**config.mk**
```make
export PLATFORM = sky130hd
export DESIGN_NAME = mandel_pixel_scheduler
export DESIGN_NICKNAME = d
export VERILOG_FILES = /design/src/rtl/mandel_pixel_scheduler.sv
export SDC_FILE = /design/constraint.sdc
export NUM_CORES = 1
export LEC_CHECK = 0
export BUFFER_PORTS_ARGS = -buffer_cell sky130_fd_sc_hd__buf_2
export CORE_MARGIN = 3
export CORE_UTILIZATION = 36
export DETAILED_ROUTE_END_ITERATION = 6
export GPL_TIMING_DRIVEN = 0
export PLACE_DENSITY_LB_ADDON = 0.1
export SETUP_SLACK_MARGIN = 0.5
export SLEW_MARGIN = 20
export SYNTH_ARGS = -nofsm -noshare
export SYNTH_HDL_FRONTEND = slang
export SYNTH_SLANG_ARGS = --single-unit
```
**constraint.sdc**
```tcl
create_clock -name sysclk -period 7.26 [get_ports sysclk]
set_input_delay 0.726 -clock sysclk [delete_from_list [all_inputs] [get_ports sysclk]]
set_output_delay 0.726 -clock sysclk [all_outputs]
set_load 0.01 [all_outputs]
```
**src/rtl/mandel_pixel_scheduler.sv**
```systemverilog
// rtl/mandel_pixel_scheduler.sv - raster pixel scheduler feeding the depth calculator
// Walks a frame pixel by pixel, issues one calculation per pixel and streams its depth out.
module mandel_pixel_scheduler #(
  parameter int WIDTH  = 640,
  parameter int HEIGHT = 480,
  parameter int FRAC   = 16
) (
  input  logic        sysclk,
  input  logic        reset,
  input  logic        frame_start,
  input  logic [31:0] re_origin,
  input  logic [31:0] im_origin,
  input  logic [31:0] step,
  output logic        calc_start,
  output logic [9:0]  calc_x,
  output logic [8:0]  calc_y,
  output logic [31:0] calc_re_c,
  output logic [31:0] calc_im_c,
  input  logic        calc_done,
  input  logic [7:0]  calc_depth,
  output logic [7:0]  m_tdata,
  output logic        m_tvalid,
  input  logic        m_tready,
  output logic        m_tuser,
  output logic        m_tlast,
  output logic        busy,
  output logic        frame_done
);

  if (WIDTH < 1 || WIDTH > 1024 || HEIGHT < 1 || HEIGHT > 512 || FRAC < 0 || FRAC > 31) begin : g_bad_params
    $error("mandel_pixel_scheduler: parameter out of range");
  end

  localparam logic [9:0] x_last = 10'(WIDTH - 1);
  localparam logic [8:0] y_last = 9'(HEIGHT - 1);

  typedef enum logic [1:0] {
    s_idle,
    s_issue,
    s_wait,
    s_output
  } state_t;

  state_t      state;
  logic [31:0] re_org;
  logic [31:0] step_q;
  logic        done_q;

  assign busy = (state != s_idle);

  always_ff @(posedge sysclk or posedge reset) begin
    if (reset) begin
      state      <= s_idle;
      re_org     <= '0;
      step_q     <= '0;
      done_q     <= 1'b0;
      calc_start <= 1'b0;
      calc_x     <= '0;
      calc_y     <= '0;
      calc_re_c  <= '0;
      calc_im_c  <= '0;
      m_tdata    <= '0;
      m_tvalid   <= 1'b0;
      m_tuser    <= 1'b0;
      m_tlast    <= 1'b0;
      frame_done <= 1'b0;
    end else begin
      done_q     <= calc_done;
      calc_start <= 1'b0;
      frame_done <= 1'b0;
      case (state)
        s_idle: begin
          if (frame_start) begin
            re_org     <= re_origin;
            step_q     <= step;
            calc_x     <= '0;
            calc_y     <= '0;
            calc_re_c  <= re_origin;
            calc_im_c  <= im_origin;
            calc_start <= 1'b1;
            state      <= s_issue;
          end
        end
        s_issue: begin
          state <= s_wait;
        end
        s_wait: begin
          // a done level left over from the previous pixel must not complete this one
          if (calc_done && !done_q) begin
            m_tdata  <= calc_depth;
            m_tuser  <= (calc_x == '0) && (calc_y == '0);
            m_tlast  <= (calc_x == x_last);
            m_tvalid <= 1'b1;
            state    <= s_output;
          end
        end
        s_output: begin
          if (m_tvalid) begin
            if (m_tready) begin
              m_tvalid <= 1'b0;
              if (calc_x != x_last) begin
                calc_x    <= calc_x + 10'd1;
                calc_re_c <= calc_re_c + step_q;
              end else begin
                calc_x    <= '0;
                calc_re_c <= re_org;
                calc_y    <= calc_y + 9'd1;
                calc_im_c <= calc_im_c - step_q;
              end
              if (calc_x == x_last && calc_y == y_last) begin
                frame_done <= 1'b1;
              end else begin
                calc_start <= 1'b1;
                state      <= s_issue;
              end
            end
          end else begin
            // frame_done cycle: still busy, so a frame_start here is not taken
            state <= s_idle;
          end
        end
        default: state <= s_idle;
      endcase
    end
  end

endmodule

```
Yosys cells after proc, flatten, opt, wreduce, memory -nomap -nowiden
Cells that the tools add are included.

storage, ports and cells
  flip-flop bits (word level) = 163
  input bits = 109
  logic and storage cells = 86
  output and inout bits = 97

cells by class
  muxes and demuxes = 39
  add/sub/neg operators = 4
  eq/ne operators = 13
  reduce and logical (&&, ||, !) cells = 16

operators with widths
  cell                                                             number
  32-bit two-way mux                                               8
  32-bit case mux with 2 select lines                              2
  10-bit two-way mux                                               4
  9-bit two-way mux                                                4
  32-bit adder                                                     1
  32-bit subtractor                                                1
  10-bit case mux with 2 select lines                              1
  9-bit case mux with 2 select lines                               1
  1-bit two-way mux                                                11
  10-bit by 1-bit adder with 10-bit output, second input constant  1
  10-bit equality test, second input constant                      1
  10-bit zero test                                                 1
  2-bit two-way mux                                                5
  10-bit inequality test, second input constant                    1
  2-bit inequality test, second input constant                     5
  9-bit by 1-bit adder with 9-bit output, second input constant    1
  9-bit equality test, second input constant                       1
  9-bit zero test                                                  1
  2-bit case mux with 4 select lines                               1
  4-bit AND reduction                                              2
  3-bit inequality test, second input constant                     2
  2-bit AND reduction                                              3
  2-bit nonzero test                                               3
  5-bit AND reduction                                              1
  other kinds (6)                                                  10

Depth between registers and ports, before layout
Gate-level depths: netlist of the first run.

  word-level depth = 6
  mapped depth = 13
  depth with buffers taken out = 13

Least setup slack after synthesis of the first run
OpenSTA, ideal clock, no wires.

  kind = flip-flop to flip-flop
  from = register calc_re_c[0]
  to = register calc_re_c[26]
  path slack = 4.237 ns
  library setup time = 0.133 ns
  path buffers = 0
  cell stages (with the launch flop) = 13
  arrival time = 2.890 ns
  period minus slack after synthesis = 3.023 ns
  required time = 7.127 ns
  cells stage by stage = dfrtp_1 -> ha_1 -> fa_1 -> a21oi_1 -> o21ai_1 -> a21oi_1 -> nor3_4 -> nor4_4 -> o31ai_4 -> a311oi_2 -> nor4_1 -> a211oi_1 -> a21oi_1

between the ends
  cells in the longest elaborated chain, start to end = 5

RTL lines
  element                              RTL line  text
  start: declaration                   17        output logic [31:0] calc_re_c,
  start signal: assignment             78        calc_re_c <= re_origin;
  start signal: assignment             103       calc_re_c <= calc_re_c + step_q;
  start signal: assignment             106       calc_re_c <= re_org;
  32-bit adder                         103
  32-bit two-way mux                   101       if (calc_x != x_last) begin
  32-bit two-way mux                   99        if (m_tready) begin
  32-bit two-way mux                   98        if (m_tvalid) begin
  32-bit case mux with 2 select lines  71        case (state)

No other way between the ends. The select of a mux whose other input is x is not followed.
A chain may end at the register's enable or synchronous reset.

Worst setup path after layout of the first run
  from = register step_q[0]
  to = register calc_re_c[26]

between the ends
  cells in the longest elaborated chain, start to end = 5

RTL lines
  element                              RTL line  text
  start: declaration                   46        logic [31:0] step_q;
  start signal: assignment             75        step_q <= step;
  32-bit adder                         103
  32-bit two-way mux                   101
  32-bit two-way mux                   99
  32-bit two-way mux                   98
  32-bit case mux with 2 select lines  71

No other way between the ends. The select of a mux whose other input is x is not followed.

==> flow_metrics.py, run 1 <==
metrics = {
    "clock_tree": {
        "cts_root_buffer": "clkbuf_16",
        "clk_transition_reported_paths_ps": 70,
        "clk_path_buf_depth": 2,
        "cts.repair.resized": 0,
        "cts_tree": "yes",
        "clk_latency_ps": 430,
        "cts_setup_buffers": 0,
        "clock_sinks": 163,
        "h-tree-depth": 4,
        "holdBufCountCts": 0,
        "numCtsBuffers": 17,
    },
    "place": {
        "portBuffers": 205,
        "post_dp_cell_area_um2": 12100,
        "gp_congestion": 0.921,
        "hpwl_mm": 27.3,
        "pre_cts_ws_ps": 3800,
    },
    "logic_synthesis": {
        "yosys_warnings": 0,
        "synth_seq_area_share": 0.385,
        "syn_area_um2": 10600,
        "synth_cell_types": 82,
        "synth-seq-cells": 163,
        "synth_flop_cell": "dfrtp_1",
        "syn_avg_cell_area_um2": 9.23,
        "synth_fp_nets": 1329,
        "synth_edf_count": 0,
        "postSynthCellCount": 1149,
        "async_flop_share": 1.00,
    },
    "floorplan": {
        "die_h_um": 178,
        "initial_core_util": 0.367,
        "core-area_um2": 28900,
        "die_w_um": 178,
        "rows": 62,
        "ios": 206,
        "die-area_um2": 31600,
    },
    "setup_path": {
        "path_cells": "ha_1 > fa_1 > a21oi_1 > o21ai_1 > a21oi_1 > nor3_4 > nor4_4 > o31ai_4 > a311oi_2 > nor4_1 > a211oi_1 > a21oi_1",
        "crit_arrival_ps": 3770,
        "path_max_fanout": 4,
        "r2r_setup_slack_ps": 3790,
        "cp_top_family": "compound AO/OA/AOI/OAI gates",
        "critical_path_class": "flip-flop to flip-flop",
        "timing.rr.end": "calc_re_c[26]",
        "max_stage_delay_ps": 460,
        "end_kind": "flip-flop",
        "crit_top_cell": "a21oi_1",
        "startpoint_type": "flip-flop",
        "r2r_start": "step_q[0]",
        "path_buf_inv": 0,
        "r2r_cells": 12,
        "slowest_stage": "a311oi_2",
        "required_ps": 7560,
    },
    "sta": {
        "drv_slew": 0,
        "relSlewSlack": 0.408,
        "rsz0062_at_grt": "false",
        "fmax_mhz": 288,
        "min_period_ps": 3470,
        "worst_slack_ps": 3790,
        "finalHoldViolCount": 0,
        "worst-slew-pin-transition_ps": 888,
        "setup_viol": 0,
        "fin_crit_sh": 0.478,
        "fin_skew_ps": 17.6,
        "whs_ps": 340,
    },
    "grt": {
        "grt_max_degree": 96,
        "use_met2": 0.346,
        "grt_util_all_layers": 0.225,
        "grt_use_met3": 0.0404,
        "antenna_found_initial": 4,
        "busiest_layer": "met2",
        "grt_pass1_vias": 9236,
        "grt.overflow.total": 0,
        "met1_usage": 0.329,
        "grt_pass1_wl_mm": 54.0,
    },
    "routing": {
        "drtAntennaViolNets": 0,
        "dr.pass1.iters": 5,
        "via_per_inst": 5.33,
        "avgRoutedWirePerCell_um": 20.0,
        "drt_iter0_markers": 657,
        "dr_total_vias": 9463,
        "drt-total-wl_mm": 35.4,
        "route.detailed.drc": 0,
    },
    "power_and_ir_drop": {
        "power_density_nw_per_um2": 591,
        "p_leak_nw": 6.08,
        "power_mw": 7.51,
        "ir_drop_mv": 0.236,
    },
    "finish": {
        "fin_area_um2": 12700,
        "synthToLayoutAreaGrowth_pct": 19.9,
        "final_cell_mix": "buf_2, dfrtp_1, nand2_1",
        "nets": 1554,
        "drive_gt1_frac": 0.249,
        "layout_commonest_cell": "buf_2",
        "finish.utilization": 0.440,
    },
    "flow_run": {
        "cap_violations": 0,
    },
    "outcome": {
        "status": "complete, no violations",
    },
    "hold_path": {
        "hold_class": "input port to asynchronous set/reset pin",
    },
}
## registers in the layout, summed over array words and instances (netlist names), 2 cells and up
name,cells
calc_y,9
calc_x,10
step_q,32
calc_im_c,32
re_org,32
state,2
m_tdata,8
calc_re_c,32
## synthesized netlist by cell type (6+ instances only)
| cell | count | area [um2] |
|---|---|---|
| inv_1 | 55 | 206 |
| nor2_1 | 65 | 244 |
| xor2_1 | 22 | 193 |
| o21bai_1 | 7 | 52.6 |
| mux2i_1 | 14 | 140 |
| ha_1 | 69 | 863 |
| nor3_1 | 18 | 90.1 |
| or3_1 | 12 | 75.1 |
| o21ai_1 | 17 | 85.1 |
| nor2b_1 | 6 | 37.5 |
| o22ai_1 | 11 | 68.8 |
| mux2_2 | 72 | 811 |
| o21a_1 | 6 | 45.0 |
| a21o_1 | 43 | 323 |
| nand2_1 | 128 | 480 |
| a21oi_1 | 98 | 490 |
| dfrtp_1 | 163 | 4080 |
| xnor2_1 | 36 | 315 |
| nand3_1 | 17 | 85.1 |
| a31oi_1 | 10 | 62.6 |
| clkbuf_1 | 44 | 165 |
| nand4_1 | 14 | 87.6 |
| and3_1 | 13 | 81.3 |
| o21ai_0 | 97 | 485 |
| o211ai_1 | 16 | 120 |
| o31ai_1 | 6 | 45.0 |
## cell type report
class | instances | area [um2]
multi-input combinational | 876 | 6040
fill | 2961 | 16100
timing repair buffer | 206 | 1050
antenna | 3 | 7.51
clock buffer | 19 | 433
sequential | 163 | 4080
inverter | 56 | 218
buffer | 54 | 273
tap | 384 | 480
clock inverter | 13 | 125
## logic make-up (layout without fill, tap and decap cells)
family,count (synthesis),in the layout,synth area share
buf+inv,110,348,0.0455
compound gates,353,353,0.208
simple gates,308,308,0.139
other cells,0,3,0
mux,86,86,0.0897
flops,163,163,0.385
fa+ha+maj,71,71,0.0852
xor+xnor,58,58,0.0479
## worst register-to-register path, stage by stage, from the launching register on
cell and delay, ps:
dfrtp_1 410, ha_1 220, fa_1 410, a21oi_1 230
o21ai_1 120, a21oi_1 440, nor3_4 110, nor4_4 360
o31ai_4 160, a311oi_2 470, nor4_1 90, a211oi_1 240
a21oi_1 100
## how the worst max path moves through the flow
| stage | start | to | slack [ps] | cells after the start |
|---|---|---|---|---|
| floorplan | reset | calc_im_c[0] | 2130 | 1 |
| global placement | reset | calc_im_c[10] | -330 | 2 |
| detailed placement | m_tready | calc_y[8] | 3800 | 9 |
| CTS | step_q[0] | calc_re_c[26] | 3810 | 12 |
| global route | state[1] | calc_y[8] | 3540 | 11 |
| finish | step_q[0] | calc_re_c[26] | 3790 | 12 |
## metrics by stage
step                      TNS [ps]  std cells
final                            0       1774
after detailed placement         0       1739
after global routing             0       1774
after CTS                        0       1771
after floorplan                  0       1149
after global placement      -50120       1738
## metal layers
metal	routed length [um]	up-vias
met1	17000	4566
li1	-	4581
met3	2070	37
met2	15800	279
met5	0	-
met4	555	0
## power by group
part / leakage [nW] / switching [mW] / internal, mW
combinational: 3.82 / 2.84 / 2.05
clock: 0.269 / 0.423 / 0.478
sequential: 1.99 / 0.393 / 1.33
total: 6.08 / 3.66 / 3.86
(Power assumes the default switching activity.)
==> inputs of run 2 (changes only) <==
==> constraint.sdc (replaced) <==
create_clock -name sysclk -period 3.4 [get_ports sysclk]
set_input_delay 0.34 -clock sysclk [delete_from_list [all_inputs] [get_ports sysclk]]
set_output_delay 0.34 -clock sysclk [all_outputs]
set_load 0.01 [all_outputs]
==> flow_metrics.py, run 2 (synthesis gave the netlist of run 1 again) <==
metrics = {
    "routing": {
        "dr.pass1.iters": 5,
        "dr_total_vias": 9535,
        "via_per_inst": 5.29,
        "drt_iter0_markers": 674,
        "avgRoutedWirePerCell_um": 20.1,
        "drt-total-wl_mm": 36.3,
        "route.detailed.drc": 0,
        "drtAntennaViolNets": 0,
    },
    "finish": {
        "stdcell_count": 1802,
        "fill_cells": 2853,
        "drive_gt1_frac": 0.332,
        "synthToLayoutAreaGrowth_pct": 28.5,
        "layout_commonest_cell": "buf_2",
        "final_cell_mix": "buf_2, dfrtp_1, nand2_1",
        "nets": 1583,
    },
    "place": {
        "gp_congestion": 0.901,
        "dp_cells": 1744,
        "portBuffers": 205,
        "hpwl_mm": 28.0,
    },
    "sta": {
        "min_period_ps": 2850,
        "rsz0062_at_grt": "true",
        "worst-slew-pin-transition_ps": 957,
        "drv_slew": 0,
        "fin_skew_ps": 11.4,
        "finalSetupTns_ps": 0,
        "fin_crit_sh": 0.838,
        "setup_viol": 0,
        "finalHoldViolCount": 0,
        "fmax_mhz": 351,
        "relSlewSlack": 0.362,
        "whs_ps": 48.3,
    },
    "setup_path": {
        "crit_arrival_ps": 3130,
        "startpoint_type": "flip-flop",
        "path_cells": "ha_1 > a21o_1 > a21oi_4 > o21ai_4 > a2111oi_4 > o21ai_2 > o21bai_2 > o21ai_2 > a21oi_2 > xor2_1 > o221ai_1",
        "critical_path_class": "flip-flop to flip-flop",
        "crit_top_cell": "o21ai_2",
        "required_ps": 3680,
        "max_stage_delay_ps": 480,
        "end_kind": "flip-flop",
        "slowest_stage": "a2111oi_4",
        "path_max_fanout": 5,
    },
    "floorplan": {
        "ios": 206,
        "initial_core_util": 0.367,
        "rows": 62,
        "core-area_um2": 28900,
        "die_h_um": 178,
        "die_w_um": 178,
        "die-area_um2": 31600,
    },
    "power_and_ir_drop": {
        "ir_drop_mv": 0.463,
        "p_leak_nw": 6.35,
        "power_density_nw_per_um2": 1290,
    },
    "grt": {
        "grt_util_all_layers": 0.228,
        "grt.overflow.total": 0,
        "grt_pass1_wl_mm": 54.3,
        "grt_max_degree": 31,
        "antenna_found_initial": 2,
        "grt_pass1_vias": 9216,
    },
    "clock_tree": {
        "h-tree-depth": 4,
        "clock_sinks": 163,
        "cts_root_buffer": "clkbuf_16",
        "clk_path_buf_depth": 2,
        "clk_latency_ps": 430,
        "cts_tree": "yes",
        "clk_transition_reported_paths_ps": 70,
        "numCtsBuffers": 17,
    },
    "outcome": {
        "status": "complete, no violations",
    },
    "flow_run": {
        "cap_violations": 0,
    },
    "hold_path": {
        "hold_class": "input port to flip-flop",
    },
}
[run 2: cell count changes in the layout (fill, tap and decap cells not counted), sizes merged]
| cell | before | now |
|---|---|---|
| dlygate4sd3 | 0 | 1 |
| inv | 60 | 55 |
| diode | 3 | 2 |
| buf | 211 | 240 |
| clkbuf | 66 | 68 |
| bufinv | 1 | 3 |
[run 2: final timing paths]
path / startpoint / end / slack [ps] / depth (start not counted)
worst max-delay path: step_q[1] / calc_re_c[29] / 550 / 11
min in group asynchronous: reset / calc_re_c[29] / 480 / 3
worst min register to register: m_tlast / m_tlast / 480 / 2
worst max register to register: step_q[1] / calc_re_c[29] / 550 / 11
worst min-delay path: calc_done / done_q / 50 / 1
max in group asynchronous: reset / step_q[11] / 2160 / 5
[run 2: final cells by class]
class	instances	area, um2	share of cell area
multi-input combinational	876	6580	0.483
sequential	163	4090	0.300
timing repair buffer	235	1350	0.0989
tap	384	480	0.0353
clock buffer	22	464	0.0341
buffer	54	314	0.0231
inverter	56	214	0.0157
clock inverter	10	131	0.00964
antenna	2	5.00	0.000367
[run 2: worst max-delay path: cells and delay by family, from the launching register on]
kind                     cells  cell delay, ps
AO/OA/AOI/OAI                9            1790
XOR/XNOR                     1             170
adder cells (fa/ha/maj)      1             290
flip-flops                   1             460
[run 2: where the power goes]
group	internal [mW]	switching (mW)	leakage, nW
Sequential	2.85	0.893	1.98
Combinational	5.21	6.61	4.08
Clock	1.19	0.832	0.294
Total	9.26	8.33	6.35
[run 2: repair_timing]
action / CTS / global route
setup buffers: 11 / 12
hold buffers: 1 / 0
pin swaps: 14 / 39
endpoints found under the hold margin: 10 / 0
resized for setup: 40 / 108
setup endpoints to repair: 82 / 73
[run 2: stage by stage]
step           setup slack, ps   util  power [mW]  area, um2
2_1_floorplan              560      -        11.1      10600
6_report                   550  0.472        17.6      13600
4_1_cts                    480  0.455        16.8      13100
3_5_place_dp             -22.8  0.425        14.1      12300
5_1_grt                    419  0.472        19.0      13600
3_3_place_gp              -348  0.420        14.0      12100
[run 2: per-layer routing]
layer  part of all wire  vias up  wire [um]  track usage
li1                   -     4640          -            -
met1               0.48     4586      17300        0.329
met2               0.46      275      16700        0.365
met3              0.049       34       1780       0.0319
met4              0.013        0        461       0.0497
met5                  0        -          0            0
